===== config.mk =====
export PLATFORM = sky130hd
export DESIGN_NAME = repeat_n_upsample_flat
export DESIGN_NICKNAME = d
export VERILOG_FILES = /design/src/rtl/repeat_n_upsample_if.sv /design/src/rtl/repeat_n_upsample.sv /design/src/flat_wrapper.sv
export SDC_FILE = /design/constraint.sdc
export NUM_CORES = 1
export LEC_CHECK = 0
export ABC_AREA = 1
export CAP_MARGIN = 0
export CORE_MARGIN = 8
export CORE_UTILIZATION = 45
export DETAILED_ROUTE_END_ITERATION = 8
export GPL_ROUTABILITY_DRIVEN = 0
export GPL_TIMING_DRIVEN = 1
export PLACE_DENSITY_LB_ADDON = 0.25
export SETUP_SLACK_MARGIN = 0.15
export SLEW_MARGIN = 20
export SYNTH_ARGS = -nofsm -noshare
export SYNTH_HDL_FRONTEND = slang
export SYNTH_SLANG_ARGS = --single-unit

===== constraint.sdc =====
create_clock -name clk -period 6.6 [get_ports clk]
set_input_delay 0.99 -clock clk [delete_from_list [all_inputs] [get_ports clk]]
set_output_delay 0.99 -clock clk [all_outputs]
set_load 0.01 [all_outputs]

===== src/rtl/repeat_n_upsample_if.sv =====
// AXI-Stream style handshake bundle shared by the sink and source sides
// of repeat_n_upsample.
interface repeat_n_upsample_if #(
    parameter int WIDTH = 32
);
    logic [WIDTH-1:0] tdata;
    logic             tlast;
    logic             tvalid;
    logic             tready;

    modport master (output tdata, output tlast, output tvalid, input tready);
    modport slave  (input tdata, input tlast, input tvalid, output tready);
endinterface


===== src/rtl/repeat_n_upsample.sv =====
// Sample-repeat / zero-stuff interpolator: every accepted input beat is
// emitted max(n,1) times, with the factor latched at the start of each packet.
//
// state  | meaning
// EMPTY  | no held sample, sink ready
// REPEAT | held sample being emitted, repetition rep_q in 1..n_act_q
module repeat_n_upsample #(
    parameter int  WIDTH = 32,
    parameter int  MAX_N = 65535,
    localparam int NW    = $clog2(MAX_N + 1)
) (
    input  logic                  clk,
    input  logic                  reset_n,
    input  logic [NW-1:0]         n,
    input  logic                  zero_stuff,
    repeat_n_upsample_if.slave    i_axis,
    repeat_n_upsample_if.master   o_axis
);
    localparam logic [NW-1:0] ONE     = NW'(1);
    localparam logic [NW-1:0] MAX_N_W = NW'(MAX_N);

    typedef enum logic {EMPTY, REPEAT} state_t;

    state_t           state_q;
    logic [NW-1:0]    rep_q;
    logic [NW-1:0]    n_act_q;
    logic             zs_act_q;
    logic             sop_q;
    logic [WIDTH-1:0] hold_data_q;
    logic             hold_last_q;
    logic [WIDTH-1:0] tdata_q;
    logic             tlast_q;
    logic             tvalid_q;

    logic [NW-1:0]    n_clamp;
    logic [NW-1:0]    n_act_d;
    logic             zs_act_d;
    logic [NW-1:0]    rep_d;
    logic             last_rep;
    logic             in_ready;
    logic             accept;
    logic             retire;
    logic             advance;

    // A factor above MAX_N is clamped so rep_q can never run past MAX_N.
    generate
        if ((2 ** NW) - 1 > MAX_N) begin : g_clamp
            assign n_clamp = (n > MAX_N_W) ? MAX_N_W : n;
        end else begin : g_noclamp
            assign n_clamp = n;
        end
    endgenerate

    always_comb begin
        last_rep = (rep_q >= n_act_q);
        in_ready = reset_n && ((state_q == EMPTY) || (last_rep && o_axis.tready));
        accept   = in_ready && i_axis.tvalid;
        retire   = (state_q == REPEAT) && o_axis.tready && last_rep;
        advance  = (state_q == REPEAT) && o_axis.tready && !last_rep;
        n_act_d  = sop_q ? n_clamp : n_act_q;
        zs_act_d = sop_q ? zero_stuff : zs_act_q;
        rep_d    = rep_q + ONE;
    end

    always_ff @(posedge clk) begin
        if (!reset_n) begin
            state_q     <= EMPTY;
            rep_q       <= ONE;
            n_act_q     <= ONE;
            zs_act_q    <= 1'b0;
            sop_q       <= 1'b1;
            hold_data_q <= '0;
            hold_last_q <= 1'b0;
            tdata_q     <= '0;
            tlast_q     <= 1'b0;
            tvalid_q    <= 1'b0;
        end else if (accept) begin
            // Covers both a load from EMPTY and the same-cycle reload on retire.
            state_q     <= REPEAT;
            rep_q       <= ONE;
            n_act_q     <= n_act_d;
            zs_act_q    <= zs_act_d;
            sop_q       <= i_axis.tlast;
            hold_data_q <= i_axis.tdata;
            hold_last_q <= i_axis.tlast;
            tdata_q     <= i_axis.tdata;
            tlast_q     <= i_axis.tlast && (n_act_d <= ONE);
            tvalid_q    <= 1'b1;
        end else if (retire) begin
            state_q  <= EMPTY;
            tdata_q  <= '0;
            tlast_q  <= 1'b0;
            tvalid_q <= 1'b0;
        end else if (advance) begin
            rep_q   <= rep_d;
            tdata_q <= zs_act_q ? '0 : hold_data_q;
            tlast_q <= hold_last_q && (rep_d >= n_act_q);
        end
    end

    assign i_axis.tready = in_ready;
    assign o_axis.tdata  = tdata_q;
    assign o_axis.tlast  = tlast_q;
    assign o_axis.tvalid = tvalid_q;
endmodule


===== src/flat_wrapper.sv =====
// flat-port wrapper written by rule: the top's interface ports become plain ports
module repeat_n_upsample_flat 
#(
    parameter int  WIDTH = 32,
    parameter int  MAX_N = 65535,
    localparam int NW    = $clog2(MAX_N + 1)
)
  (clk, reset_n, n, zero_stuff, i_axis_tdata, i_axis_tlast, i_axis_tvalid, i_axis_tready, o_axis_tdata, o_axis_tlast, o_axis_tvalid, o_axis_tready);
  repeat_n_upsample_if #(.WIDTH(WIDTH)) i_axis_i ();
  repeat_n_upsample_if #(.WIDTH(WIDTH)) o_axis_i ();
  input  logic clk;
  input  logic reset_n;
  input  logic [NW-1:0] n;
  input  logic zero_stuff;
  input wire logic [$bits(i_axis_i.tdata)-1:0] i_axis_tdata;
  input wire logic [$bits(i_axis_i.tlast)-1:0] i_axis_tlast;
  input wire logic [$bits(i_axis_i.tvalid)-1:0] i_axis_tvalid;
  output wire logic [$bits(i_axis_i.tready)-1:0] i_axis_tready;
  output wire logic [$bits(o_axis_i.tdata)-1:0] o_axis_tdata;
  output wire logic [$bits(o_axis_i.tlast)-1:0] o_axis_tlast;
  output wire logic [$bits(o_axis_i.tvalid)-1:0] o_axis_tvalid;
  input wire logic [$bits(o_axis_i.tready)-1:0] o_axis_tready;
  assign i_axis_i.tdata = i_axis_tdata;
  assign i_axis_i.tlast = i_axis_tlast;
  assign i_axis_i.tvalid = i_axis_tvalid;
  assign i_axis_tready = i_axis_i.tready;
  assign o_axis_tdata = o_axis_i.tdata;
  assign o_axis_tlast = o_axis_i.tlast;
  assign o_axis_tvalid = o_axis_i.tvalid;
  assign o_axis_i.tready = o_axis_tready;
  repeat_n_upsample #(.WIDTH(WIDTH), .MAX_N(MAX_N)) u_core (.clk(clk), .reset_n(reset_n), .n(n), .zero_stuff(zero_stuff), .i_axis(i_axis_i), .o_axis(o_axis_i));
endmodule

* Yosys cells after proc, flatten, opt, wreduce, memory -nomap -nowiden
Cells that the tools add are included.
Word-level totals: register bits 101, bits of input ports 54
Operators by class: add/sub/neg operators 1, order comparisons 3, muxes and demuxes 10, bitwise operators 3, reduce and logical (&&, ||, !) cells 15
Operator list (count):
- $mux W32 | 4
- $ge A16 B16 Y1 | 2
- $add A16 B1 Y16 const B | 1
- $le A16 B1 Y1 const B | 1
- $mux W16 | 1
- $logic_and A1 B1 Y1 | 8
- $mux W1 | 5
- $reduce_and A2 Y1 | 2
- $not A1 Y1 | 3
- $reduce_bool A3 Y1 | 1
- $reduce_bool A2 Y1 | 1
- $reduce_or A2 Y1 | 1
- $logic_not A1 Y1 | 1
- $logic_or A1 B1 Y1 | 1

* Logic depth before layout (Yosys ltp)
Gate-level depths: netlist of the first run.
depth after elaboration 6, gate-level depth with buffers 19, gate-level depth less buffers 18

* Worst setup path before layout of the first run
OpenSTA, ideal clock, no wires.
path type input -> output, start input port reset_n, end output port i_axis_tready, arrival time 2036 ps, setup slack 3574 ps, stages on the path 5, path buffers 3, path through clkbuf_1 clkbuf_1 buf_1 nand2_1 inv_1
On the way: cells in the longest elaborated chain, start to end 1
Ends and longest elaborated chain:
- start, declared | line flat_wrapper.sv:12 | input logic reset_n;
- $logic_and A1 B1 Y1 | line repeat_n_upsample.sv:56 | in_ready = reset_n && ((state_q == EMPTY) || (last_rep && o_axis.tready));
- end, declared | line flat_wrapper.sv:18 | output wire logic [$bits(i_axis_i.tready)-1:0] i_axis_tready;
Every way passes these cells.

* Final worst setup path of the first run
start register u_core.rep_q[0], end output port i_axis_tready
On the way: cells in the longest elaborated chain, start to end 4
Ends and longest elaborated chain:
- start, declared | line repeat_n_upsample.sv:25 | logic [NW-1:0] rep_q;
- start signal, assigned | line repeat_n_upsample.sv:95 | rep_q <= rep_d;
- $ge A16 B16 Y1 | line repeat_n_upsample.sv:55 | last_rep = (rep_q >= n_act_q);
- $logic_and A1 B1 Y1 | line repeat_n_upsample.sv:56
- $logic_or A1 B1 Y1 | line repeat_n_upsample.sv:56
- $logic_and A1 B1 Y1 | line repeat_n_upsample.sv:56
Every way passes these cells.

==> run summary, run 1 <==
Drt pass-1 iters: 4
Sequential share of the synthesized area: 36.7%
Element type at the critical path end: output port
Crit path arrival time: 2.82 ns
Post-Syn Instances: 820
Max cap viols: 0
Max FO, Critical Path: 37
Crit path buffers/inverters: 3
Setup tns final: 0 ns
Compound-cell area share of the yosys netlist: 6.86%
Maximum vdd drop: 0.116 mV
Logic depth of the worst setup path including buffers: 13
Post-synth EDFFs: 0
Capture instance of the worst register-to-register path: u_core.sop_q
Largest delay contributor family on the critical path: simple AND/OR/NAND/NOR gates
Vias after detailed routing: 5,107
Launch point of the worst reg-to-reg path: u_core.rep_q[6]
Most instantiated flip-flop cell in the synthesis netlist: sky130_fd_sc_hd__dfxtp_1
All-layer global routing usage: 17.6%
Top-level port count: 89
Sink Count: 101
Number of standard-cell rows in the floorplan: 40
Leak pwr: 3.29 nW
Fin worst setup slack: 2.79 ns
Post-synthesis simple-gate area fraction: 37.8%
Number of distinct library cell variants in the gate-level netlist after synthesis: 29
Leading post-synthesis cells by instance count: sky130_fd_sc_hd__nand2_1 (328), sky130_fd_sc_hd__dfxtp_1 (101), sky130_fd_sc_hd__inv_1 (73)
Setup crit start: u_core.rep_q[0]
Cell types with the largest area share after synthesis: sky130_fd_sc_hd__dfxtp_1 (37%), sky130_fd_sc_hd__nand2_1 (22%), sky130_fd_sc_hd__ha_1 (7.5%)
Final #Nets: 969
Post-route DRC violation count: 0
Fraction of final layout cells sized beyond drive strength 1: 3.49%
Count of placed standard cells including taps: 1,018
Initial DRC count: 517
Max Slew Vio Count: 0
Min-delay worst type: flop to flop
Clock network latency to the later pin of the worst-skew pair: 0.35 ns
Minimum setup slack among reg-to-reg paths: 3.16 ns
Critical path's most frequent cell: sky130_fd_sc_hd__nand2_1
Number of buffer cells added on primary ports: 88
Final Hold Slack: 0.448 ns
Clock transition at the register clock pins on the worst setup and hold paths after CTS: 0.07 ns
Effective utilization at floorplan: 46.0%
Slowest-stage cell, CP: sky130_fd_sc_hd__clkdlybuf4s50_1
Total CTS buffers: 9
Unrepaired setup endpoints after global routing: no
Global-route wire length before repair: 23,500 microns
TritonCTS clock tree: built
Critical path capture point: i_axis_tready
CTS HTree Levels: 3
Xor/xnor share of the synthesized area: 1.75%
Final number of hold-violating endpoints: 0
Data required time of the critical path: 5.61 ns
Relative area change from synthesis to final layout: 21.7%
Antenna diode count: 0
Slew margin rel.: 32.5%
Highest Clock Rate: 0.262 GHz
Cell with the most instances after synthesis: sky130_fd_sc_hd__nand2_1
Worst slack at placement: 3.00 ns
Maximum number of pins on one net before global-route repair: 77
# resized after CTS: 0
Critical Path, Cell by Cell: inv_1 > ha_1 > nand4_1 > nor2_1 > nor2_1 > nand2_1 > nand2_1 > nand2_2 > nand2_1 > nand2_4 > nand2_1 > inv_1 > clkdlybuf4s50_1
DRT antenna net count: 0
Setup-violating endpoint count in the final report: 0
Yosys top cell area share: 36.7%
Average vias per placed instance: 4.94
Dpl cell area: 6390 sq um
P per Cell Area: 235 nW/um^2
Antenna violations before repair: 0
Post-layout minimum cycle time: 3.81 ns
Async SR Flop Fraction: 0%
Detailed placement HPWL: 9110 microns
Post-synthesis cell type with the largest combined area: sky130_fd_sc_hd__dfxtp_1
Crit path largest cell delay: 0.53 ns
Main combinational cell family by area after synthesis: simple AND/OR/NAND/NOR gates
Mapped cell area: 5510 sq um
Arithmetic-cell share of the synthesized area counting full adders, half adders and majority gates: 7.50%
Die height: 127 microns
Hold_buf cts: 0
Post-CTS setup buffers: 0
Area of the core: 12,000 sq um
Die width: 127 microns
Average wire per standard cell: 13.4 microns
Post-layout instance area: 6700 sq um
Measured slew at the worst slew-check pin: 1.01 ns
Total grt overflow: 0
DIE AREA: 16,000 sq um
Mux share of post-synthesis cell area: 0.182%
Final worst path period share: 57.7%
Vias in the first global route: 4,875
Syn_nets: 907
Crit path launch type: flop
Fin Clk Skew: 0.00724 ns
Number of synthesis warnings: 0
Wirelength, routed: 13,800 microns
Start-to-end type of the worst setup path: flop to output port
Syn_area_per_cell: 6.71 sq um
Result of the run: complete, no violations
Deepest clock path buffer count: 2
Count of cells along the worst register-to-register path: 16
Final standard cell count with taps included and fillers excluded: 1,034
Count of state elements after synthesis: 101
Master cell of the clock root buffer: sky130_fd_sc_hd__clkbuf_16
-- area by class of cell --
cell class              count  area, sq um
clock buffers               9          225
flip-flops and latches    101         2020
well taps                 147          184
fillers                  1179         5260
repair buffers             94          921
multi-input cells         599         2980
clock inverters             7         78.8
inverters                  77          289
-- logic make-up (layout without fill, tap and decap cells) --
group           after synthesis  count (layout)
xor+xnor                     11              11
compound gates               73              73
fa+ha+maj                    33              33
flops                       101             101
mux                           1               1
simple gates                481             481
buf+inv                     120             187
-- report_power, final --
group,total [W],leakage [nW],internal (W),switching (W)
registers,0.000683,0.830,0.000658,0.0000248
clock network,0.000553,0.144,0.000299,0.000253
logic,0.000341,2.32,0.000147,0.000194
-- layout by cell type, fill, tap and decap left out --
master,count
sky130_fd_sc_hd__a21oi_1,32
sky130_fd_sc_hd__a31oi_1,1
sky130_fd_sc_hd__buf_2,1
sky130_fd_sc_hd__buf_4,6
sky130_fd_sc_hd__bufinv_16,1
sky130_fd_sc_hd__clkbuf_16,9
sky130_fd_sc_hd__clkdlybuf4s50_1,87
sky130_fd_sc_hd__clkinv_1,1
sky130_fd_sc_hd__clkinv_2,1
sky130_fd_sc_hd__clkinvlp_4,2
sky130_fd_sc_hd__dfxtp_1,101
sky130_fd_sc_hd__ha_1,33
sky130_fd_sc_hd__inv_1,73
sky130_fd_sc_hd__inv_2,3
sky130_fd_sc_hd__inv_6,2
sky130_fd_sc_hd__inv_8,1
sky130_fd_sc_hd__mux2i_1,1
sky130_fd_sc_hd__nand2_1,328
sky130_fd_sc_hd__nand2_2,2
sky130_fd_sc_hd__nand2_4,1
sky130_fd_sc_hd__nand3_1,12
sky130_fd_sc_hd__nand3_4,1
sky130_fd_sc_hd__nand3b_1,33
sky130_fd_sc_hd__nand4_1,39
sky130_fd_sc_hd__nor2_1,56
sky130_fd_sc_hd__nor2_2,1
sky130_fd_sc_hd__nor3_1,7
sky130_fd_sc_hd__nor4_1,1
sky130_fd_sc_hd__o21a_1,1
sky130_fd_sc_hd__o21ai_0,24
sky130_fd_sc_hd__o21ai_1,8
sky130_fd_sc_hd__o22ai_1,7
sky130_fd_sc_hd__xnor2_1,3
sky130_fd_sc_hd__xor2_1,8
-- metal layers --
metal	up-vias	part of all wire, %	wire length, microns	track usage, %
met5	-	0	0	0
met4	0	0.90	124	4.81
met3	11	7.2	995	4.44
met2	140	44	6030	27.5
met1	2218	48	6680	23.5
li1	2738	-	-	-
-- state kept, by name (all words and copies together), names as in the netlist --
register / flops
u_core.state_q: 1
u_core.o_axis.tlast: 1
u_core.hold_data_q: 32
u_core.sop_q: 1
u_core.zs_act_q: 1
u_core.hold_last_q: 1
u_core.o_axis.tdata: 32
u_core.rep_q: 16
u_core.n_act_q: 16
-- worst register-to-register path, cell delays in order (launching register included) --
cell and delay (ns):
sky130_fd_sc_hd__dfxtp_1 0.47, sky130_fd_sc_hd__ha_1 0.29, sky130_fd_sc_hd__nand2_1 0.08, sky130_fd_sc_hd__inv_2 0.04, sky130_fd_sc_hd__nand2_1 0.06, sky130_fd_sc_hd__nand2_1 0.05
sky130_fd_sc_hd__nor2_1 0.10, sky130_fd_sc_hd__nand2_1 0.06, sky130_fd_sc_hd__nand2_1 0.07, sky130_fd_sc_hd__nand2_2 0.10, sky130_fd_sc_hd__nand2_1 0.12, sky130_fd_sc_hd__nand2_4 0.25
sky130_fd_sc_hd__nand3_4 0.16, sky130_fd_sc_hd__buf_4 0.65, sky130_fd_sc_hd__clkinv_1 0.51, sky130_fd_sc_hd__nand2_1 0.22, sky130_fd_sc_hd__nand3_1 0.08
-- through the flow --
stage          power (W)  utilization [%]
2_1_floorplan   0.000917                -
4_1_cts          0.00159             56.0
5_1_grt          0.00167             56.0
6_report         0.00158             56.0
3_3_place_gp     0.00104             53.5
3_5_place_dp     0.00104             53.5
-- worst min path at each step --
stage / slack [ns] / startpoint / end / depth (start not counted)
after CTS: 0.45 / u_core.hold_data_q[13] / u_core.hold_data_q[13] / 2
after floorplan: 0.42 / u_core.hold_data_q[0] / u_core.hold_data_q[0] / 2
after detailed placement: 0.43 / u_core.hold_data_q[8] / u_core.hold_data_q[8] / 2
final: 0.45 / u_core.hold_data_q[16] / u_core.hold_data_q[16] / 2
after global routing: 0.46 / u_core.hold_data_q[11] / u_core.hold_data_q[11] / 2
after global placement: 0.43 / u_core.hold_data_q[24] / u_core.hold_data_q[24] / 2
No activity file was read; power rests on OpenSTA's default activity.
==> inputs of run 2 (changes only) <==
==> constraint.sdc (replaced) <==
create_clock -name clk -period 3.5 [get_ports clk]
set_input_delay 0.525 -clock clk [delete_from_list [all_inputs] [get_ports clk]]
set_output_delay 0.525 -clock clk [all_outputs]
set_load 0.01 [all_outputs]
==> run 2 against run 1 <==
Non-clock buffer count is 12 higher. Clock skew is 0.0030 ns higher. First-iteration DRC count is 8.3% lower. Combinational power is 98% higher. Via count is 2.5% higher. Critical path type unchanged. Highest routed layer unchanged.
==> run summary, run 2 (same netlist as run 1, synthesis figures left out) <==
Max Slew Vio Count: 0 (unchanged)
Final number of hold-violating endpoints: 0 (unchanged)
Antenna violations before repair: 0 (unchanged)
Unrepaired setup endpoints after global routing: no (unchanged)
All-layer global routing usage: 18.1% (was 17.6%)
Number of buffer cells added on primary ports: 88 (unchanged)
TritonCTS clock tree: built (unchanged)
Final #Nets: 982 (was 969)
Clock transition at the register clock pins on the worst setup and hold paths after CTS: 0.07 ns (about the same)
Count of placed standard cells including taps: 1,026 (was 1,018)
Data required time of the critical path: 2.97 ns (was 5.61 ns)
Measured slew at the worst slew-check pin: 0.602 ns (was 1.01 ns)
Maximum vdd drop: 0.231 mV (was 0.116 mV)
Vias after detailed routing: 5,236 (was 5,107)
DIE AREA: 16,000 sq um (unchanged)
Post-layout instance area: 6820 sq um (was 6700 sq um)
Start-to-end type of the worst setup path: flop to output port (unchanged)
DRT antenna net count: 0 (unchanged)
Crit path arrival time: 2.56 ns (was 2.82 ns)
Number of standard-cell rows in the floorplan: 40 (unchanged)
Max cap viols: 0 (unchanged)
Sink Count: 101 (unchanged)
Total grt overflow: 0 (unchanged)
Setup tns final: 0 ns (unchanged)
Fin worst setup slack: 0.414 ns (was 2.79 ns)
Hold_buf cts: 0 (unchanged)
Setup-violating endpoint count in the final report: 0 (unchanged)
Max FO, Critical Path: 8 (was 37)
Crit path launch type: flop (unchanged)
Average vias per placed instance: 5.00 (was 4.94)
Antenna diode count: 0 (unchanged)
Maximum number of pins on one net before global-route repair: 43 (was 77)
CTS HTree Levels: 3 (unchanged)
Fin Clk Skew: 0.0102 ns (was 0.00724 ns)
Clock network latency to the later pin of the worst-skew pair: 0.35 ns (about the same)
Relative area change from synthesis to final layout: 24.0% (was 21.7%)
Global-route wire length before repair: 24,000 microns (was 23,500 microns)
Master cell of the clock root buffer: sky130_fd_sc_hd__clkbuf_16 (unchanged)
Worst slack at placement: 0.650 ns (was 3.00 ns)
Fraction of final layout cells sized beyond drive strength 1: 5.11% (was 3.49%)
Detailed placement HPWL: 9850 microns (was 9110 microns)
Highest Clock Rate: 0.324 GHz
Most frequent standard cell in the layout excluding fill and tap cells: sky130_fd_sc_hd__nand2_1 (unchanged)
Wirelength, routed: 14,500 microns (was 13,800 microns)
Top-level port count: 89 (unchanged)
Leading cell types in the layout, fill and taps excluded: sky130_fd_sc_hd__nand2_1 (327), sky130_fd_sc_hd__dfxtp_1 (100), sky130_fd_sc_hd__clkdlybuf4s50_1 (87) (was sky130_fd_sc_hd__nand2_1 (328), sky130_fd_sc_hd__dfxtp_1 (101), sky130_fd_sc_hd__clkdlybuf4s50_1 (87))
Area of the core: 12,000 sq um (unchanged)
Total CTS buffers: 9 (unchanged)
Die width: 127 microns (unchanged)
Power Total: 0.00303 W (was 0.00158 W)
Post-route DRC violation count: 0 (unchanged)
Post-layout minimum cycle time: 3.09 ns
Leak pwr: 3.36 nW (was 3.29 nW)
P per Cell Area: 443 nW/um^2 (was 235 nW/um^2)
Result of the run: complete, no violations (unchanged)
Final worst path period share: 88.2%
Slew margin rel.: 59.8% (was 32.5%)
Final standard cell count with taps included and fillers excluded: 1,047 (was 1,034)
Initial DRC count: 474 (was 517)
Vias in the first global route: 5,023 (was 4,875)
Effective utilization at floorplan: 46.0% (unchanged)
Min-delay worst type: flop to flop (unchanged)
Element type at the critical path end: output port (unchanged)
Die height: 127 microns (unchanged)
Dpl cell area: 6450 sq um (was 6390 sq um)
Drt pass-1 iters: 5 (was 4)
Average wire per standard cell: 13.8 microns (was 13.4 microns)
Deepest clock path buffer count: 2 (unchanged)
## run 2: layer usage
metal | GRT usage [%] | up-vias | part of all wire, %
li1 | - | 2765 | -
met1 | 24.0 | 2363 | 50
met2 | 28.7 | 98 | 45
met3 | 3.69 | 10 | 4.4
met4 | 6.02 | 0 | 1.2
met5 | 0 | - | 0
## run 2: final timing paths
check	slack (ns)	to	startpoint	cells after the start
max	0.41	i_axis_tready	u_core.n_act_q[10]	11
min	0.45	u_core.hold_data_q[27]	u_core.hold_data_q[27]	2
max reg2reg	0.67	u_core.o_axis.tlast	u_core.rep_q[3]	17
min reg2reg	0.45	u_core.hold_data_q[27]	u_core.hold_data_q[27]	2
## run 2: worst max-delay path: stages (launching register included)
cell                              delay (ns)
sky130_fd_sc_hd__dfxtp_1                0.31
sky130_fd_sc_hd__inv_1                  0.09
sky130_fd_sc_hd__ha_1                   0.32
sky130_fd_sc_hd__nand4_1                0.10
sky130_fd_sc_hd__nor3_1                 0.22
sky130_fd_sc_hd__nand2_1                0.11
sky130_fd_sc_hd__nand2_2                0.13
sky130_fd_sc_hd__nand2_2                0.14
sky130_fd_sc_hd__nand2_8                0.12
sky130_fd_sc_hd__nand2_1                0.06
sky130_fd_sc_hd__inv_1                  0.06
sky130_fd_sc_hd__clkdlybuf4s50_1        0.54
## run 2: layout make-up
type	instances	area, sq um
Clock buffer	10	239
Clock inverter	6	76.3
Fill cell	1169	5140
Inverter	77	289
Multi-Input combinational cell	600	3000
Sequential cell	101	2020
Tap cell	147	184
Timing Repair Buffer	106	1010
## run 2: stage by stage
step	hold slack (ns)	utilization, %
final	0.447	57.1
after global routing	0.464	57.1
after CTS	0.450	56.6
after detailed placement	0.432	54.0
after global placement	0.428	54.0
after floorplan	0.419	-
## run 2: timing repair
action,CTS,global route
buffers inserted,0,4
gates resized for setup,0,3
setup endpoints to repair,0,1
## run 2: report_power, final
part	switching, W	internal [W]
Combinational	0.000386	0.000291
Sequential	0.0000432	0.00124
Clock	0.000478	0.000587
Total	0.000907	0.00212
==> inputs of run 3 (changes only) <==
--- a/config.mk
+++ b/config.mk
@@ -5,7 +5,6 @@
 export SDC_FILE = /design/constraint.sdc
 export NUM_CORES = 1
 export LEC_CHECK = 0
-export ABC_AREA = 1
 export CAP_MARGIN = 0
 export CORE_MARGIN = 8
 export CORE_UTILIZATION = 45
@@ -14,6 +13,7 @@
 export GPL_TIMING_DRIVEN = 1
 export PLACE_DENSITY_LB_ADDON = 0.25
 export SETUP_SLACK_MARGIN = 0.15
+export SKIP_CTS_REPAIR_TIMING = 1
 export SLEW_MARGIN = 20
 export SYNTH_ARGS = -nofsm -noshare
 export SYNTH_HDL_FRONTEND = slang
==> run 3 against run 2 <==
Worst setup slack worse by 0.15 ns. Synthesized cell count shrank 30%. Clock power decreased by 30%. Hold slack improved by 0.011 ns. Combinational power down 19%. Via count fell by 16%. Critical path depth is 3 lower. Flip-flop and latch count is the same. Count of clock-buffer cells in the layout did not move. Global-route usage down 0.54 points. Core utilization fell by 0.34 points. Largest cell class unchanged. Largest power group unchanged. Highest routed layer unchanged.
==> run summary, run 3 <==
Result of the run: complete, no violations (unchanged)
Data required time of the critical path: 2.97 ns (about the same)
Syn_area_per_cell: 8.62 sq um (was 6.71 sq um)
CTS HTree Levels: 3 (unchanged)
Crit path largest cell delay: 0.54 ns (about the same)
Post-route DRC violation count: 0 (unchanged)
Measured slew at the worst slew-check pin: 0.658 ns (was 0.602 ns)
Cell with the most instances after synthesis: sky130_fd_sc_hd__dfxtp_1 (was sky130_fd_sc_hd__nand2_1)
Die width: 121 microns (was 127 microns)
Average wire per standard cell: 16.3 microns (was 13.8 microns)
Area of the core: 10,700 sq um (was 12,000 sq um)
Slowest-stage cell, CP: sky130_fd_sc_hd__clkdlybuf4s50_1 (unchanged)
Maximum number of pins on one net before global-route repair: 75 (was 43)
P per Cell Area: 426 nW/um^2 (was 443 nW/um^2)
Post-synth EDFFs: 0 (unchanged)
Final number of hold-violating endpoints: 0 (unchanged)
Total grt overflow: 0 (unchanged)
Min-delay worst type: flop to flop (unchanged)
Combinational share of power: 21.1% (was 22.4%)
Deepest clock path buffer count: 2 (unchanged)
Max FO, Critical Path: 4 (was 8)
Post-synthesis cell type with the largest combined area: sky130_fd_sc_hd__dfxtp_1 (unchanged)
Global-route wire length before repair: 21,000 microns (was 24,000 microns)
Wirelength, routed: 12,800 microns (was 14,500 microns)
Share of power burned in registers: 49.9% (was 42.4%)
Number of distinct library cell variants in the gate-level netlist after synthesis: 47 (was 29)
Post-layout minimum cycle time: 3.23 ns (was 3.09 ns)
Leading cell types in the layout, fill and taps excluded: sky130_fd_sc_hd__dfxtp_1 (100), sky130_fd_sc_hd__clkdlybuf4s50_1 (87), sky130_fd_sc_hd__nand2_1 (83) (was sky130_fd_sc_hd__nand2_1 (327), sky130_fd_sc_hd__dfxtp_1 (100), sky130_fd_sc_hd__clkdlybuf4s50_1 (87))
Detailed placement HPWL: 9240 microns (was 9850 microns)
Maximum vdd drop: 0.214 mV (was 0.231 mV)
Mapped cell area: 4920 sq um (was 5510 sq um)
All-layer global routing usage: 17.6% (was 18.1%)
Syn_nets: 657 (was 907)
Critical Path, Cell by Cell: inv_1 > ha_1 > nand4_1 > nor4_4 > a32oi_2 > nand3_1 > and2_1 > clkdlybuf4s50_1 (was inv_1 > ha_1 > nand4_1 > nor3_1 > nand2_1 > nand2_2 > nand2_2 > nand2_8 > nand2_1 > inv_1 > clkdlybuf4s50_1)
Leak pwr: 2.45 nW (was 3.36 nW)
Master cell of the clock root buffer: sky130_fd_sc_hd__clkbuf_8 (was sky130_fd_sc_hd__clkbuf_16)
Sink Count: 101 (unchanged)
Async SR Flop Fraction: 0% (unchanged)
Vias in the first global route: 4,443 (was 5,023)
Start-to-end type of the worst setup path: flop to output port (unchanged)
Drt pass-1 iters: 5 (unchanged)
Largest delay contributor family on the critical path: simple AND/OR/NAND/NOR gates (unchanged)
Crit path buffers/inverters: 2 (was 3)
Vias after detailed routing: 4,423 (was 5,236)
Count of state elements after synthesis: 101 (unchanged)
Cell internal power dissipation: 0.00180 W (was 0.00212 W)
Die height: 121 microns (was 127 microns)
Average vias per placed instance: 5.61 (was 5.00)
Clock network latency to the later pin of the worst-skew pair: 0.37 ns (was 0.35 ns)
Sequential share of the synthesized area: 41.1% (was 36.7%)
Net switching power: 0.000799 W (was 0.000907 W)
Highest Clock Rate: 0.309 GHz (was 0.324 GHz)
Fin Clk Skew: 0.0120 ns (was 0.0102 ns)
Unrepaired setup endpoints after global routing: no (unchanged)
Initial DRC count: 232 (was 474)
Clock transition at the register clock pins on the worst setup and hold paths after CTS: 0.11 ns (was 0.07 ns)
Element type at the critical path end: output port (unchanged)
Top-level port count: 89 (unchanged)
Max Slew Vio Count: 0 (unchanged)
Post-layout instance area: 6090 sq um (was 6820 sq um)
Final #Nets: 731 (was 982)
Multi-input gate area: 2640 sq um (was 3000 sq um)
Max cap viols: 0 (unchanged)
Fraction of final layout cells sized beyond drive strength 1: 6.63% (was 5.11%)
Setup-violating endpoint count in the final report: 0 (unchanged)
Fillers: 996 (was 1,169)
Antenna diode count: 0 (unchanged)
Crit path arrival time: 2.71 ns (was 2.56 ns)
Most frequent standard cell in the layout excluding fill and tap cells: sky130_fd_sc_hd__dfxtp_1 (was sky130_fd_sc_hd__nand2_1)
Clock power frac: 29.0% (was 35.2%)
TritonCTS clock tree: built (unchanged)
Number of buffer cells added on primary ports: 88 (unchanged)
Most instantiated flip-flop cell in the synthesis netlist: sky130_fd_sc_hd__dfxtp_1 (unchanged)
Number of synthesis warnings: 0 (unchanged)
Crit path launch type: flop (unchanged)
Final worst path period share: 92.4% (was 88.2%)
Dpl cell area: 5880 sq um (was 6450 sq um)
Number of standard-cell rows in the floorplan: 38 (was 40)
Fraction of power spent switching nets: 30.8% (was 30.0%)
Leading post-synthesis cells by instance count: sky130_fd_sc_hd__dfxtp_1 (101), sky130_fd_sc_hd__nand2_1 (83), sky130_fd_sc_hd__nor2_1 (53) (was sky130_fd_sc_hd__nand2_1 (328), sky130_fd_sc_hd__dfxtp_1 (101), sky130_fd_sc_hd__inv_1 (73))
DRT antenna net count: 0 (unchanged)
Cell types with the largest area share after synthesis: sky130_fd_sc_hd__dfxtp_1 (41%), sky130_fd_sc_hd__ha_1 (8.4%), sky130_fd_sc_hd__nand2_1 (6.3%) (was sky130_fd_sc_hd__dfxtp_1 (37%), sky130_fd_sc_hd__nand2_1 (22%), sky130_fd_sc_hd__ha_1 (7.5%))
Antenna violations before repair: 0 (unchanged)
Total CTS buffers: 9 (unchanged)
Sequential standard cell area: 2020 sq um (unchanged)
Setup tns final: 0 ns (unchanged)
Slew margin rel.: 56.1% (was 59.8%)
DIE AREA: 14,500 sq um (was 16,000 sq um)
Post-Syn Instances: 570 (was 820)
Yosys top cell area share: 41.1% (was 36.7%)
Effective utilization at floorplan: 45.7% (was 46.0%)
Relative area change from synthesis to final layout: 24.0% (about the same)
==> run 3: routing by layer <==
| metal | GRT usage [%] | vias to the layer above | routed length [microns] |
|---|---|---|---|
| met4 | 6.48 | 0 | 275 |
| met3 | 5.08 | 21 | 886 |
| met2 | 29.5 | 118 | 6180 |
| met1 | 20.9 | 2088 | 5490 |
| li1 | - | 2196 | - |
| met5 | 0 | - | 0 |
==> run 3: final timing paths <==
kind / start / end / slack (ns) / cells after the start
worst max-delay path: u_core.n_act_q[13] / i_axis_tready / 0.27 / 8
worst min-delay path: u_core.hold_last_q / u_core.hold_last_q / 0.46 / 2
worst max register to register: u_core.rep_q[0] / u_core.rep_q[8] / 0.55 / 9
worst min register to register: u_core.hold_last_q / u_core.hold_last_q / 0.46 / 2
==> run 3: cell type report <==
class / count / area share (%)
inverters: 20 / 1.23
clock inverters: 6 / 0.986
repair buffers: 100 / 16.1
clock buffers: 10 / 2.26
well taps: 140 / 2.87
flip-flops and latches: 101 / 33.2
multi-input cells: 412 / 43.4
==> run 3: power by group through the flow <==
| stage | combinational, W | clock, W | sequential [W] |
|---|---|---|---|
| 4_1_cts | 0.000544 | 0.000767 | 0.00130 |
| 2_1_floorplan | 0.000317 | 0 | 0.00132 |
| 6_report | 0.000549 | 0.000753 | 0.00130 |
| 3_3_place_gp | 0.000526 | 0 | 0.00132 |
| 3_5_place_dp | 0.000541 | 0 | 0.00132 |
| 5_1_grt | 0.000604 | 0.000816 | 0.00131 |
==> run 3: worst register-to-register path, stage by stage, from the launching register on <==
cell and delay (ns):
sky130_fd_sc_hd__dfxtp_2 0.37, sky130_fd_sc_hd__inv_1 0.07, sky130_fd_sc_hd__ha_1 0.29, sky130_fd_sc_hd__nand2b_4 0.14, sky130_fd_sc_hd__a2111o_1 0.43, sky130_fd_sc_hd__a32oi_2 0.23
sky130_fd_sc_hd__buf_4 0.24, sky130_fd_sc_hd__a31o_2 0.38, sky130_fd_sc_hd__nand2_1 0.42, sky130_fd_sc_hd__a21oi_1 0.29
==> run 3: logic make-up (layout without fill, tap and decap cells) <==
group                      Yosys count  in the layout  synth area share (%)
xor gates and xnor gates            22             22                  3.92
muxes                                2              2                 0.407
AOI/OAI and AO/OA                  128            128                  19.0
buffers and inverters               57            136                  5.52
DFF                                101            101                  41.1
adders and majority gates           33             33                  8.40
and+or+nand+nor                    227            227                  21.6
==> run 3: stage by stage <==
stage | std cells | utilization (%) | setup WS (ns) | power (W) | hold slack, ns
finish | 789 | 56.7 | 0.267 | 0.00260 | 0.459
CTS | 789 | 56.6 | 0.175 | 0.00261 | 0.463
floorplan | 570 | - | 0.959 | 0.00164 | 0.434
detailed placement | 773 | 54.7 | 0.528 | 0.00186 | 0.444
global placement | 773 | 54.7 | 0.649 | 0.00184 | 0.440
global route | 789 | 56.7 | 0.157 | 0.00273 | 0.474
